--- src/rtl/uart_frame_rx_if.sv ---
// uart_frame_rx_if: byte-stream input and frame/payload outputs of uart_frame_rx.
// The err_count/err_count_clr pair exists only when UART_FRAME_ERR_CNT_EN is defined.
interface uart_frame_rx_if;
    logic [7:0] rx_data;
    logic       rx_done;
    logic [7:0] dout;
    logic       dout_valid;
    logic       frame_start;
    logic [7:0] frame_len;
    logic       frame_done;
    logic       frame_err;
    logic [1:0] err_code;
`ifdef UART_FRAME_ERR_CNT_EN
    logic [7:0] err_count;
    logic       err_count_clr;
`endif

    // Upstream side: the UART receiver plus the frame consumer.
    modport master (
        output rx_data, rx_done,
`ifdef UART_FRAME_ERR_CNT_EN
        output err_count_clr,
        input  err_count,
`endif
        input  dout, dout_valid, frame_start, frame_len,
        input  frame_done, frame_err, err_code
    );

    // Deframer side.
    modport slave (
        input  rx_data, rx_done,
`ifdef UART_FRAME_ERR_CNT_EN
        input  err_count_clr,
        output err_count,
`endif
        output dout, dout_valid, frame_start, frame_len,
        output frame_done, frame_err, err_code
    );
endinterface

--- src/rtl/uart_frame_rx.sv ---
// uart_frame_rx: delineates SOF/LEN/payload/CHK frames from a UART byte stream,
// streams payload bytes out and validates length, XOR checksum and byte spacing.
// Optional saturating error counter enabled by defining UART_FRAME_ERR_CNT_EN.
module uart_frame_rx #(
    parameter logic [7:0]  SOF     = 8'hA5,
    parameter int unsigned MAX_LEN = 16,
    parameter int unsigned TIMEOUT = 50000,
    parameter int unsigned TO_BIT  = 16
) (
    input logic           clk,
    input logic           reset,
    uart_frame_rx_if.slave bus
);

    typedef enum logic [1:0] {
        ST_IDLE,
        ST_LEN,
        ST_DATA,
        ST_CHK
    } state_t;

    localparam logic [TO_BIT-1:0] TO_LAST = TO_BIT'(TIMEOUT - 1);
    localparam logic [7:0]        LEN_MAX = 8'(MAX_LEN);

    state_t            r_state;
    logic [7:0]        r_remain;
    logic [7:0]        r_chk;
    logic [TO_BIT-1:0] r_to_cnt;
    logic [7:0]        r_dout;
    logic              r_dout_valid;
    logic              r_frame_start;
    logic [7:0]        r_frame_len;
    logic              r_frame_done;
    logic              r_frame_err;
    logic [1:0]        r_err_code;

    logic w_len_ok;
    assign w_len_ok = (bus.rx_data != 8'h00) && (bus.rx_data <= LEN_MAX);

    // Frame state machine with registered outputs; pulses default low every cycle.
    always_ff @(posedge clk or negedge reset) begin
        if (!reset) begin
            r_state       <= ST_IDLE;
            r_remain      <= '0;
            r_chk         <= '0;
            r_to_cnt      <= '0;
            r_dout        <= '0;
            r_dout_valid  <= 1'b0;
            r_frame_start <= 1'b0;
            r_frame_len   <= '0;
            r_frame_done  <= 1'b0;
            r_frame_err   <= 1'b0;
            r_err_code    <= '0;
        end else begin
            r_dout_valid  <= 1'b0;
            r_frame_start <= 1'b0;
            r_frame_done  <= 1'b0;
            r_frame_err   <= 1'b0;
            if (r_state == ST_IDLE) begin
                r_to_cnt <= '0;
                if (bus.rx_done && (bus.rx_data == SOF)) begin
                    r_state <= ST_LEN;
                end
            end else if (bus.rx_done) begin
                // A byte arriving on the timeout cycle still wins.
                r_to_cnt <= '0;
                case (r_state)
                    ST_LEN: begin
                        if (w_len_ok) begin
                            r_frame_len   <= bus.rx_data;
                            r_remain      <= bus.rx_data;
                            r_chk         <= bus.rx_data;
                            r_frame_start <= 1'b1;
                            r_state       <= ST_DATA;
                        end else begin
                            r_frame_err <= 1'b1;
                            r_err_code  <= 2'b01;
                            r_state     <= ST_IDLE;
                        end
                    end
                    ST_DATA: begin
                        r_dout       <= bus.rx_data;
                        r_dout_valid <= 1'b1;
                        r_chk        <= r_chk ^ bus.rx_data;
                        r_remain     <= r_remain - 8'd1;
                        if (r_remain == 8'd1) begin
                            r_state <= ST_CHK;
                        end
                    end
                    ST_CHK: begin
                        if (bus.rx_data == r_chk) begin
                            r_frame_done <= 1'b1;
                        end else begin
                            r_frame_err <= 1'b1;
                            r_err_code  <= 2'b10;
                        end
                        r_state <= ST_IDLE;
                    end
                    default: r_state <= ST_IDLE;
                endcase
            end else if (r_to_cnt == TO_LAST) begin
                r_to_cnt    <= '0;
                r_frame_err <= 1'b1;
                r_err_code  <= 2'b11;
                r_state     <= ST_IDLE;
            end else begin
                r_to_cnt <= r_to_cnt + TO_BIT'(1);
            end
        end
    end

    assign bus.dout        = r_dout;
    assign bus.dout_valid  = r_dout_valid;
    assign bus.frame_start = r_frame_start;
    assign bus.frame_len   = r_frame_len;
    assign bus.frame_done  = r_frame_done;
    assign bus.frame_err   = r_frame_err;
    assign bus.err_code    = r_err_code;

`ifdef UART_FRAME_ERR_CNT_EN
    logic [7:0] r_err_count;

    // Count visible frame_err pulses, saturating; a clear in the same cycle takes priority.
    always_ff @(posedge clk or negedge reset) begin
        if (!reset) begin
            r_err_count <= '0;
        end else if (bus.err_count_clr) begin
            r_err_count <= '0;
        end else if (r_frame_err && (r_err_count != 8'hFF)) begin
            r_err_count <= r_err_count + 8'd1;
        end
    end

    assign bus.err_count = r_err_count;
`endif

endmodule

--- src/flat_wrapper.sv ---
// flat-port wrapper written by rule: the top's interface ports become plain ports
module uart_frame_rx_flat 
#(
    parameter logic [7:0]  SOF     = 8'hA5,
    parameter int unsigned MAX_LEN = 16,
    parameter int unsigned TIMEOUT = 50000,
    parameter int unsigned TO_BIT  = 16
)
  (clk, reset, bus_rx_data, bus_rx_done, bus_dout, bus_dout_valid, bus_frame_start, bus_frame_len, bus_frame_done, bus_frame_err, bus_err_code);
  uart_frame_rx_if bus_i ();
  input logic clk;
  input logic reset;
  input wire logic [$bits(bus_i.rx_data)-1:0] bus_rx_data;
  input wire logic [$bits(bus_i.rx_done)-1:0] bus_rx_done;
  output wire logic [$bits(bus_i.dout)-1:0] bus_dout;
  output wire logic [$bits(bus_i.dout_valid)-1:0] bus_dout_valid;
  output wire logic [$bits(bus_i.frame_start)-1:0] bus_frame_start;
  output wire logic [$bits(bus_i.frame_len)-1:0] bus_frame_len;
  output wire logic [$bits(bus_i.frame_done)-1:0] bus_frame_done;
  output wire logic [$bits(bus_i.frame_err)-1:0] bus_frame_err;
  output wire logic [$bits(bus_i.err_code)-1:0] bus_err_code;
  assign bus_i.rx_data = bus_rx_data;
  assign bus_i.rx_done = bus_rx_done;
  assign bus_dout = bus_i.dout;
  assign bus_dout_valid = bus_i.dout_valid;
  assign bus_frame_start = bus_i.frame_start;
  assign bus_frame_len = bus_i.frame_len;
  assign bus_frame_done = bus_i.frame_done;
  assign bus_frame_err = bus_i.frame_err;
  assign bus_err_code = bus_i.err_code;
  uart_frame_rx #(.SOF(SOF), .MAX_LEN(MAX_LEN), .TIMEOUT(TIMEOUT), .TO_BIT(TO_BIT)) u_core (.clk(clk), .reset(reset), .bus(bus_i));
endmodule
--- config.mk ---
export PLATFORM = sky130hd
export DESIGN_NAME = uart_frame_rx_flat
export DESIGN_NICKNAME = d
export VERILOG_FILES = /design/src/rtl/uart_frame_rx_if.sv /design/src/rtl/uart_frame_rx.sv /design/src/flat_wrapper.sv
export SDC_FILE = /design/constraint.sdc
export NUM_CORES = 1
export LEC_CHECK = 0
export BUFFER_PORTS_ARGS = -buffer_cell sky130_fd_sc_hd__buf_2
export CAP_MARGIN = 25
export CORE_MARGIN = 10
export CORE_UTILIZATION = 58
export CTS_CLUSTER_SIZE = 20
export DETAILED_ROUTE_END_ITERATION = 8
export GPL_TIMING_DRIVEN = 0
export PLACE_DENSITY_LB_ADDON = 0.2
export SLEW_MARGIN = 20
export SYNTH_ARGS = -nofsm -noshare
export SYNTH_HDL_FRONTEND = slang
export SYNTH_SLANG_ARGS = --single-unit
--- constraint.sdc ---
create_clock -name clk -period 2.2 [get_ports clk]
set_input_delay 0.22 -clock clk [delete_from_list [all_inputs] [get_ports clk]]
set_output_delay 0.22 -clock clk [all_outputs]
set_load 0.01 [all_outputs]
# After elaboration in Yosys (flattened, before gate mapping)
# Cells that the tools add are included.
# Widths: inputs -> output; s select.
totals:
  inputBits: 11
  output_inout_bits: 22
  regBits: 56
op_classes:
  bitwise_logic: 2
  addsub: 2
  eq_ne: 13
  magnitude_cmp: 1
  muxes: 35
  n_reduce_logical: 12
ops:
  columns: ["cell", "count"]
  rows:
  - ["$mux 16", 3]
  - ["$pmux 8 s2", 2]
  - ["$mux 2", 10]
  - ["$add 16x1->16 const B", 1]
  - ["$eq 16x16->1 const B", 1]
  - ["$mux 1", 16]
  - ["$eq 8x1->1 const B", 1]
  - ["$eq 8x8->1", 1]
  - ["$eq 8x8->1 const B", 1]
  - ["$le 8x5->1 const B", 1]
  - ["$mux 8", 1]
  - ["$pmux 2 s2", 2]
  - ["$reduce_and 4->1", 2]
  - ["$reduce_bool 8->1", 1]
  - ["$sub 8x1->8 const B", 1]
  - ["$xor 8x8->8", 1]
  - ["$ne 3x3->1 const B", 2]
  - ["$reduce_and 3->1", 2]
  - ["$reduce_and 5->1", 1]
  - ["$eq 2x2->1 const B", 2]
  - ["$ne 4x2->1 const B", 1]
  - ["$reduce_bool 2->1", 2]
  - ["$ne 3x1->1 const B", 1]
  - ["$reduce_bool 3->1", 1]
  - ["7 further kinds", 8]

# Longest topological paths before layout
# Gate-level depths: netlist of run 1.
depth:
  ltp_word: 6
  depth_mapped: 8

# Worst setup path after synthesis of run 1
# Ideal clock, no wire load.
synth_path:
  path_kind: "flip-flop to flip-flop"
  from: "register u_core.r_state[1]"
  to: "register u_core.r_frame_len[2], in the netlist u_core.bus.frame_len[2]"
  synth_period_minus_slack_ns: 1.919
  t_required_ns: 2.075
  path_stages_with_launch: 8
  setup_slack_ns: 0.281
  arrival_ns: 1.794
  path_cell_list: "dfrtp_1 -> inv_1 -> ha_1 -> clkbuf_1 -> inv_1 -> nor3_2 -> buf_4 -> mux2_2"
synth_via:
  elab_chain_len: 3
  elab_cells_between_ends: 4
  classes_between: "eq/ne: 1; bitwise: 1; reduce/logical: 2"
synth_lines:
  columns: ["element", "line_no", "rtl"]
  rows:
  - ["from (decl)", "uart_frame_rx.sv:25", "state_t r_state;"]
  - ["from (signal assigned)", "uart_frame_rx.sv:43", "r_state <= ST_IDLE;"]
  - ["from (signal assigned)", "uart_frame_rx.sv:62", "r_state <= ST_LEN;"]
  - ["from (signal assigned)", "uart_frame_rx.sv:74", "r_state <= ST_DATA;"]
  - ["$logic_not 2->1", "uart_frame_rx.sv:59", "if (r_state == ST_IDLE) begin"]
  - ["$not 1->1 (no line)", null, null]
  - ["$reduce_and 4->1 (no line) (*)", null, null]
  - ["to (signal assigned)", "uart_frame_rx.sv:70", "r_frame_len <= bus.rx_data;"]
  - ["to (decl)", "uart_frame_rx.sv:32", "logic [7:0] r_frame_len;"]
# Every way passes the cells marked *; elsewhere a longest branch is shown, timed or not.
# A chain may end at the register's enable or synchronous reset.

# Worst setup path after layout of run 1
layout_path:
  from: "register u_core.r_state[1]"
  to: "register u_core.r_frame_len[3], in the netlist u_core.bus.frame_len[3]"
# Same word-level chain as after synthesis.

==> reports/results.ini, run 1 <==
[outcome]
status = complete, no violations

[power_and_ir_drop]
powerDensity_nw_per_um2 = 914
power.leakage_uw = 0.00143
max-vdd-ir-drop_v = 0.000673
power_uw = 2950

[sta]
fmax_mhz = 494
max_slew_margin_pct = 53.4
skew_ps = 13.0
timing.setup.tns_ps = 0
drv_slew = 0
rsz0062_at_grt = no
fin_crit_sh_pct = 92.1
tightest_slew_ps = 699
hold_violations = 0
fin_crit_ps = 2030
setup_viol = 0

[worst_setup_path]
crit_family = buffers and inverters
crit_buf_inv = 3
r2r_end = u_core.bus.frame_len[3]
timing_worst_setup_path_type = flop to flop
cpPeakStageDelay_ps = 420
required_ps = 2400
r2r_cells = 6
path_common_cell = inv_1
cp_max_fo = 10
r2r_start = u_core.r_state[1]
crit_arrival_ps = 2220
cp-start-kind = flop
endpoint_kind = flop
r2r_slack_ps = 170
slowest_stage = dfrtp_1
path_cells = inv_1, ha_2, inv_1, nor3_2, buf_4, mux2_2

[synth]
syn_avg_cell_area_um2 = 9.84
ys_seq_elements = 56
synthCells = 296
async_flop_share_pct = 100
yosysSeqAreaShare_pct = 48.1
syn_area_um2 = 2910
synth_flop_cell = dfrtp_1
yosys.area.top_type_share_pct = 48.1
syn-num-nets = 314
synth_top_area_cell = dfrtp_1
synth_enable_flop_cells = 0
yosys_warnings = 0
ys_types = 49
synth.area.top_cells = dfrtp_1 48%, mux2_2 4.6%, xor2_1 4.5%

[drt]
wl_um = 6090
viasPerCell = 5.66
ant_nets = 0
drt-initial-drc-count = 160
dr.pass1.iters = 4
num_vias = 2229
wl_per_cell_um = 15.5
drc = 0

[cts]
htreeDepth = 2
clock-root-buffer = clkbuf_8
clk_pin_slew_ps = 90
cts_tree = yes
clock_sinks = 56
clock_latency_ps = 310
clk_path_buf_depth = 2
cts_made_buffers = 5

[grt]
grt_max_degree = 57
overflow = 0
antenna_found_initial = 0
grt_pass1_vias = 2280
grt_pass1_wl_um = 10800
gr-usage-all-layers_pct = 15.2

[place]
hpwl_um = 4370
gp_congestion = 0.855
io_buffers = 24
dp.cells = 387

[floorplanning]
die_height_um = 90.9
start_util_pct = 60.9
coreArea_um2 = 4790
dieArea_um2 = 8260
fp-row-count = 25
io_pins = 33
fp.dieW_um = 90.9

[worst_hold_path]
min_from = bus_rx_data[7]
worstHoldPathCells = 3
hold_path_end = u_core.bus.dout[7]
hold_class = primary input to flop

[layout]
final_common_cell = dfrtp_1
layout_common_cells = 56 x dfrtp_1, 29 x buf_2, 28 x nor2_1
nets = 345
areaGrowthSynthToFinish_pct = 10.9
drive_above_1_share_pct = 19.0
n_antenna_cell = 0
fin_cells = 394

[job]
maxCapViolCount = 0

metrics by stage:
stage | instance area, um2 | hold slack (ps) | utilization (%) | setup WS, ps
CTS | 3220 | 265 | 67.2 | 29.6
global placement | 3120 | 465 | 65.1 | -86.8
detailed placement | 3120 | 317 | 65.2 | -121
floorplan | 2910 | -75.6 | - | 281
finish | 3230 | 268 | 67.5 | 174
global route | 3230 | 308 | 67.5 | 10.6
routing by layer:
metal	track usage (%)	share of wire (%)
met2	25.7	47
met4	3.39	1.2
met1	19.0	46
met3	4.07	6.0
met5	0	0
what timing repair did:
action	4_1_cts	5_1_grt
buffers inserted	0	0
hold buffers	1	0
hold endpoints to repair	56	0
setup endpoints to repair	3	24
resized for setup	0	8
where the power goes:
part	leakage (uW)	switching (uW)	total (uW)	internal [uW]
logic	0.000649	543	928	385
clock network	0.0000473	322	574	252
registers	0.000738	190	1450	1260
final cells by class:
type / instances / area [um2]
clock inverter: 1 / 8.76
multi-input combinational: 206 / 1370
inverter: 14 / 52.6
clock buffer: 6 / 82.6
tap: 67 / 83.8
fill: 384 / 1560
timing repair buffer: 25 / 133
sequential: 56 / 1400
buffer: 19 / 93.8
kinds of logic after synthesis:
family / Yosys count / share of synthesized area [%]
AO/OA/AOI/OAI: 55 / 12.5
XOR/XNOR: 22 / 6.62
multiplexers: 15 / 5.67
buffers and inverters: 34 / 5.03
AND/OR/NAND/NOR: 107 / 19.1
flip-flops: 56 / 48.1
adder cells (fa/ha/maj): 7 / 3.01
flip-flops by register name, indices dropped and copies added, names as in the netlist:
register                cells
u_core.bus.dout             8
u_core.bus.dout_valid       1
u_core.bus.err_code         2
u_core.bus.frame_done       1
u_core.bus.frame_err        1
u_core.bus.frame_len        8
u_core.bus.frame_start      1
u_core.r_chk                8
u_core.r_remain             8
u_core.r_state              2
u_core.r_to_cnt            16
worst max path at each step:
stage                            startpoint                       to  slack (ps)  cells after the start
after floorplan           u_core.r_state[1]  u_core.bus.frame_len[2]         280                      7
after global placement    u_core.r_state[1]  u_core.bus.frame_len[2]         -90                      7
after detailed placement  u_core.r_state[1]  u_core.bus.frame_len[2]        -120                      7
after CTS                 u_core.r_state[1]  u_core.bus.frame_len[4]          30                      6
after global routing      u_core.r_state[1]  u_core.bus.frame_len[4]          10                      6
final                     u_core.r_state[1]  u_core.bus.frame_len[3]         170                      6
worst register-to-register path, delay by kind of cell (launching register included):
family	cells	cell delay, ps
fa+ha+maj	1	310
buf+inv	3	520
flops	1	420
mux	1	340
simple gates	1	350
cell usage after synthesis, drive strengths merged (4+ instances only):
library cell / count
nor4: 6
nor2b: 5
nand3: 20
nand2: 23
ha: 7
mux2: 12
o21ai: 19
buf: 9
nor3: 4
xor2: 15
a21oi: 15
inv: 14
dfrtp: 56
nor2: 28
clkbuf: 11
nand4: 5
xnor2: 7
No activity file was read; power rests on OpenSTA's default activity.
==> inputs of run 2 (changes only) <==
- CELL_PAD_IN_SITES_DETAIL_PLACEMENT: unset -> 1
- CELL_PAD_IN_SITES_GLOBAL_PLACEMENT: unset -> 2
- CORE_UTILIZATION: 58 -> 37
==> reports/results.ini, run 2 (same netlist as run 1, synthesis figures left out) <==
[worst_setup_path]
cpPeakStageDelay_ps = 420
path_cells = inv_1, ha_2, inv_1, nor3_4, buf_4, mux2_2
path_common_cell = inv_1
required_ps = 2410
slowest_stage = dfrtp_1
endpoint_kind = flop
cp_max_fo = 10
cp-start-kind = flop
timing_worst_setup_path_type = flop to flop
crit_arrival_ps = 2160

[floorplanning]
fp-row-count = 32
coreArea_um2 = 7690
die_height_um = 109
fp.dieW_um = 109
io_pins = 33
dieArea_um2 = 11800
start_util_pct = 37.9

[drt]
ant_nets = 0
wl_per_cell_um = 17.3
viasPerCell = 5.33
num_vias = 2274
drt-initial-drc-count = 52
wl_um = 7370
dr.pass1.iters = 4
drc = 0

[place]
dp_slack_ps = -126
hpwl_um = 5240
gp_congestion = 0.779
dp.cells = 422
io_buffers = 24
dpl-instance-area_um2 = 3160

[grt]
grt_pass1_vias = 2430
grt_max_degree = 57
grt_pass1_wl_um = 12600
gr-usage-all-layers_pct = 13.3
antenna_found_initial = 0
overflow = 0

[layout]
areaGrowthSynthToFinish_pct = 12.5
layout_common_cells = 56 x dfrtp_1, 29 x buf_2, 28 x nor2_1
fin_cells = 427
nets = 342
largest_reg_flops = 16
regMostFlops = u_core.r_to_cnt
regArea_um2 = 1400
n_antenna_cell = 0
fin_area_um2 = 3280
multiInputGateArea_um2 = 1390
final_common_cell = dfrtp_1
drive_above_1_share_pct = 20.0
num-fill-cells = 907

[cts]
htreeDepth = 2
cts_made_buffers = 5
cts_tree = yes
clock_sinks = 56
clock_latency_ps = 320
clk_path_buf_depth = 2
clk_pin_slew_ps = 100
clock-root-buffer = clkbuf_8
post-cts-setup-buffers = 0

[sta]
fmax_mhz = 511
timing.setup.tns_ps = 0
fin_crit_sh_pct = 88.9
rsz0062_at_grt = no
skew_ps = 16.7
max_slew_margin_pct = 49.8
fin_crit_ps = 1960
hold_violations = 53
setup_viol = 0
tightest_slew_ps = 752
drv_slew = 0
fin_ws_ps = 244
fin_hold_ws_ps = -50.6

[power_and_ir_drop]
p_comb_share_pct = 31.7
netSwitchingFraction_pct = 36.9
powerDensity_nw_per_um2 = 921
p_int_uw = 1900
max-vdd-ir-drop_v = 0.000415
p_clk_share_pct = 20.3
power.leakage_uw = 0.00144
netSwitchingPower_uw = 1110
seqPwrFrac_pct = 48.0

[outcome]
violations = hold timing
status = finished with violations

[worst_hold_path]
hold_class = primary input to async pin

[job]
maxCapViolCount = 0

-- run 2: cell count changes in the layout (fill, tap and decap cells not counted) --
cell	delta
buf_1	-1
a41oi_1	-1
nor3_4	+1
nor3_2	-1
a41oi_2	+1
dlygate4sd3_1	-1
clkinv_4	-1
clkbuf_1	-1
clkinvlp_4	+1
clkbuf_2	+1
ha_1	-1
ha_2	+1
-- run 2: per-stage QoR --
stage | power, uW | util (%)
after CTS | 3050 | 42.4
after global placement | 2390 | 41.1
final | 3020 | 42.6
after global routing | 3270 | 42.6
after floorplan | 2090 | -
after detailed placement | 2430 | 41.1
-- run 2: final cells by class --
type | count | share of cell area (%)
Tap cell | 102 | 3.90
Inverter | 14 | 1.60
Clock inverter | 1 | 0.229
Clock buffer | 7 | 2.64
Timing Repair Buffer | 24 | 3.74
Sequential cell | 56 | 42.8
Buffer | 17 | 2.67
Multi-Input combinational cell | 206 | 42.4
-- run 2: critical path: cells and delay by family (launching register included) --
family	cells	cell delay [ps]
adders and majority gates	1	310
buffers and inverters	3	500
DFF	1	420
and+or+nand+nor	1	290
muxes	1	340
-- run 2: power by group through the flow --
| stage | clock, uW | sequential [uW] | combinational, uW |
|---|---|---|---|
| 4_1_cts | 635 | 1440 | 970 |
| 2_1_floorplan | 0 | 1470 | 621 |
| 5_1_grt | 671 | 1490 | 1110 |
| 3_5_place_dp | 0 | 1460 | 966 |
| 6_report | 612 | 1450 | 958 |
| 3_3_place_gp | 0 | 1450 | 939 |
-- run 2: repair_timing --
action / in CTS / in global routing
pin swaps: 0 / 1
gates resized for setup: 3 / 6
hold buffers: 0 / 0
hold endpoints to repair: 0 / 0
endpoints found under the setup margin: 18 / 22
-- run 2: path summary, 6_finish.rpt --
| kind | start | endpoint | slack, ps | cells past startpoint |
|---|---|---|---|---|
| min in group clk | bus_rx_data[7] | u_core.bus.dout[7] | 250 | 3 |
| min reg2reg | u_core.bus.dout[7] | u_core.bus.dout[7] | 480 | 2 |
| max | u_core.r_state[1] | u_core.bus.frame_len[3] | 240 | 6 |
| max in group asynchronous | reset | u_core.bus.frame_err | 1730 | 1 |
| max reg2reg | u_core.r_state[1] | u_core.bus.frame_len[3] | 240 | 6 |
| min | reset | u_core.bus.dout_valid | -50 | 1 |
-- run 2: layer usage --
metal	up-vias	GRT usage, %	part of all wire [%]
met5	-	0	0
met4	0	3.11	0.88
met3	4	3.24	4.0
met2	29	22.1	47
met1	1156	17.0	48
li1	1085	-	-
==> inputs of run 3 (changes only) <==
- MAX_ROUTING_LAYER: unset -> met4
- PLACE_DENSITY_LB_ADDON: 0.2 -> 0.1
- SETUP_SLACK_MARGIN: unset -> 0.5
==> reports/results.ini, run 3 (same netlist as run 1, synthesis figures left out) <==
[cts]
clock-root-buffer = clkbuf_8
clk_path_buf_depth = 2
clock_sinks = 56
clk_pin_slew_ps = 100
cts_made_buffers = 5
clock_latency_ps = 310
cts_tree = yes
htreeDepth = 2

[job]
maxCapViolCount = 0

[worst_setup_path]
crit_arrival_ps = 1940
crit_buf_inv = 4
crit_family = buffers and inverters
path_cells = inv_2, ha_4, buf_8, clkinvlp_4, nor3_4, buf_6, mux2_2
r2r_start = u_core.r_state[1]
endpoint_kind = flop
timing_worst_setup_path_type = flop to flop
r2r_slack_ps = 470
required_ps = 2410
crit_start = u_core.r_state[1]
r2r_cells = 7
cp_max_fo = 6
cp-start-kind = flop
r2r_end = u_core.bus.frame_len[2]
cpPeakStageDelay_ps = 410
slowest_stage = dfrtp_1

[layout]
drive_above_1_share_pct = 40.4
fin_util_pct = 51.7
largest_reg_flops = 16
areaGrowthSynthToFinish_pct = 36.3
nets = 378
final_common_cell = dfrtp_1
num-fill-cells = 888
regMostFlops = u_core.r_to_cnt
n_antenna_cell = 0
layout_common_cells = 52 x dfrtp_1, 30 x buf_2, 27 x buf_4

[grt]
grt_pass1_vias = 2539
grt_max_degree = 57
overflow = 0
gr-usage-all-layers_pct = 14.6
antenna_found_initial = 0
grt_pass1_wl_um = 13400

[worst_hold_path]
hold_class = primary input to flop
min_from = bus_rx_data[7]
hold_path_end = u_core.bus.dout[7]
worstHoldPathCells = 3

[drt]
wl_per_cell_um = 18.0
ant_nets = 0
dr.pass1.iters = 4
drc = 0
drt-initial-drc-count = 107
viasPerCell = 5.28
num_vias = 2445
wl_um = 8360

[floorplanning]
start_util_pct = 37.9
fp.dieW_um = 109
coreArea_um2 = 7690
dieArea_um2 = 11800
fp-row-count = 32
io_pins = 33
die_height_um = 109

[sta]
drv_slew = 0
fin_crit_ps = 1730
max_slew_margin_pct = 49.7
rsz0062_at_grt = yes
fin_hold_ws_ps = 266
fmax_mhz = 577
fin_crit_sh_pct = 78.8
timing.setup.tns_ps = 0
tightest_slew_ps = 755
hold_violations = 0
skew_ps = 6.60
setup_viol = 0

[power_and_ir_drop]
power.leakage_uw = 0.00171
max-vdd-ir-drop_v = 0.000390
powerDensity_nw_per_um2 = 902

[outcome]
status = complete, no violations

[place]
gp_congestion = 0.755
io_buffers = 24
hpwl_um = 5350

-- run 3: where the power goes --
| group | switching, uW | internal, uW |
|---|---|---|
| logic | 750 | 740 |
| registers | 212 | 1260 |
| clock network | 360 | 259 |
-- run 3: layer usage --
layer,up-vias,share of wire (%),GRT usage [%]
met1,1235,45,17.9
met2,38,51,24.3
met4,0,1.5,3.95
met3,12,2.6,2.54
met5,-,0,-
li1,1160,-,-
-- run 3: worst max path at each step --
stage,end,slack [ps],cells past startpoint
2_1_floorplan,u_core.bus.err_code[0],470,6
3_3_place_gp,u_core.r_remain[3],8,6
3_5_place_dp,u_core.r_remain[3],30,6
4_1_cts,u_core.bus.frame_len[1],460,7
5_1_grt,u_core.r_chk[3],390,8
6_report,u_core.bus.frame_len[2],470,7
-- run 3: through the flow --
stage          setup WS, ps  cells  cell area [um2]  total power, uW
3_5_place_dp           33.0    422             3210             2470
2_1_floorplan           469    296             2960             2130
6_report                466    463             3970             3580
4_1_cts                 456    448             3610             3340
3_3_place_gp           8.46    422             3200             2430
5_1_grt                 390    463             3970             3830
-- run 3: final cells by class --
cell class	instances	area (um2)	area share [%]
buffer	20	176	4.44
clock buffer	6	82.6	2.08
clock inverter	2	13.8	0.347
inverter	14	56.3	1.42
multi-input combinational	206	1680	42.4
sequential	56	1410	35.4
tap	102	128	3.21
timing repair buffer	57	424	10.7
-- run 3: timing repair --
action,4_1_cts,5_1_grt
resized for setup,37,61
endpoints found under the hold margin,40,0
buffers inserted,16,14
pin swaps,3,18
setup endpoints to repair,52,40
gates cloned,1,1
hold buffers,1,0
-- run 3: worst register-to-register path, cell delays in order, from the launching register on --
cell	delay, ps
dfrtp_1	410
inv_2	110
ha_4	140
buf_8	130
clkinvlp_4	110
nor3_4	250
buf_6	160
mux2_2	330
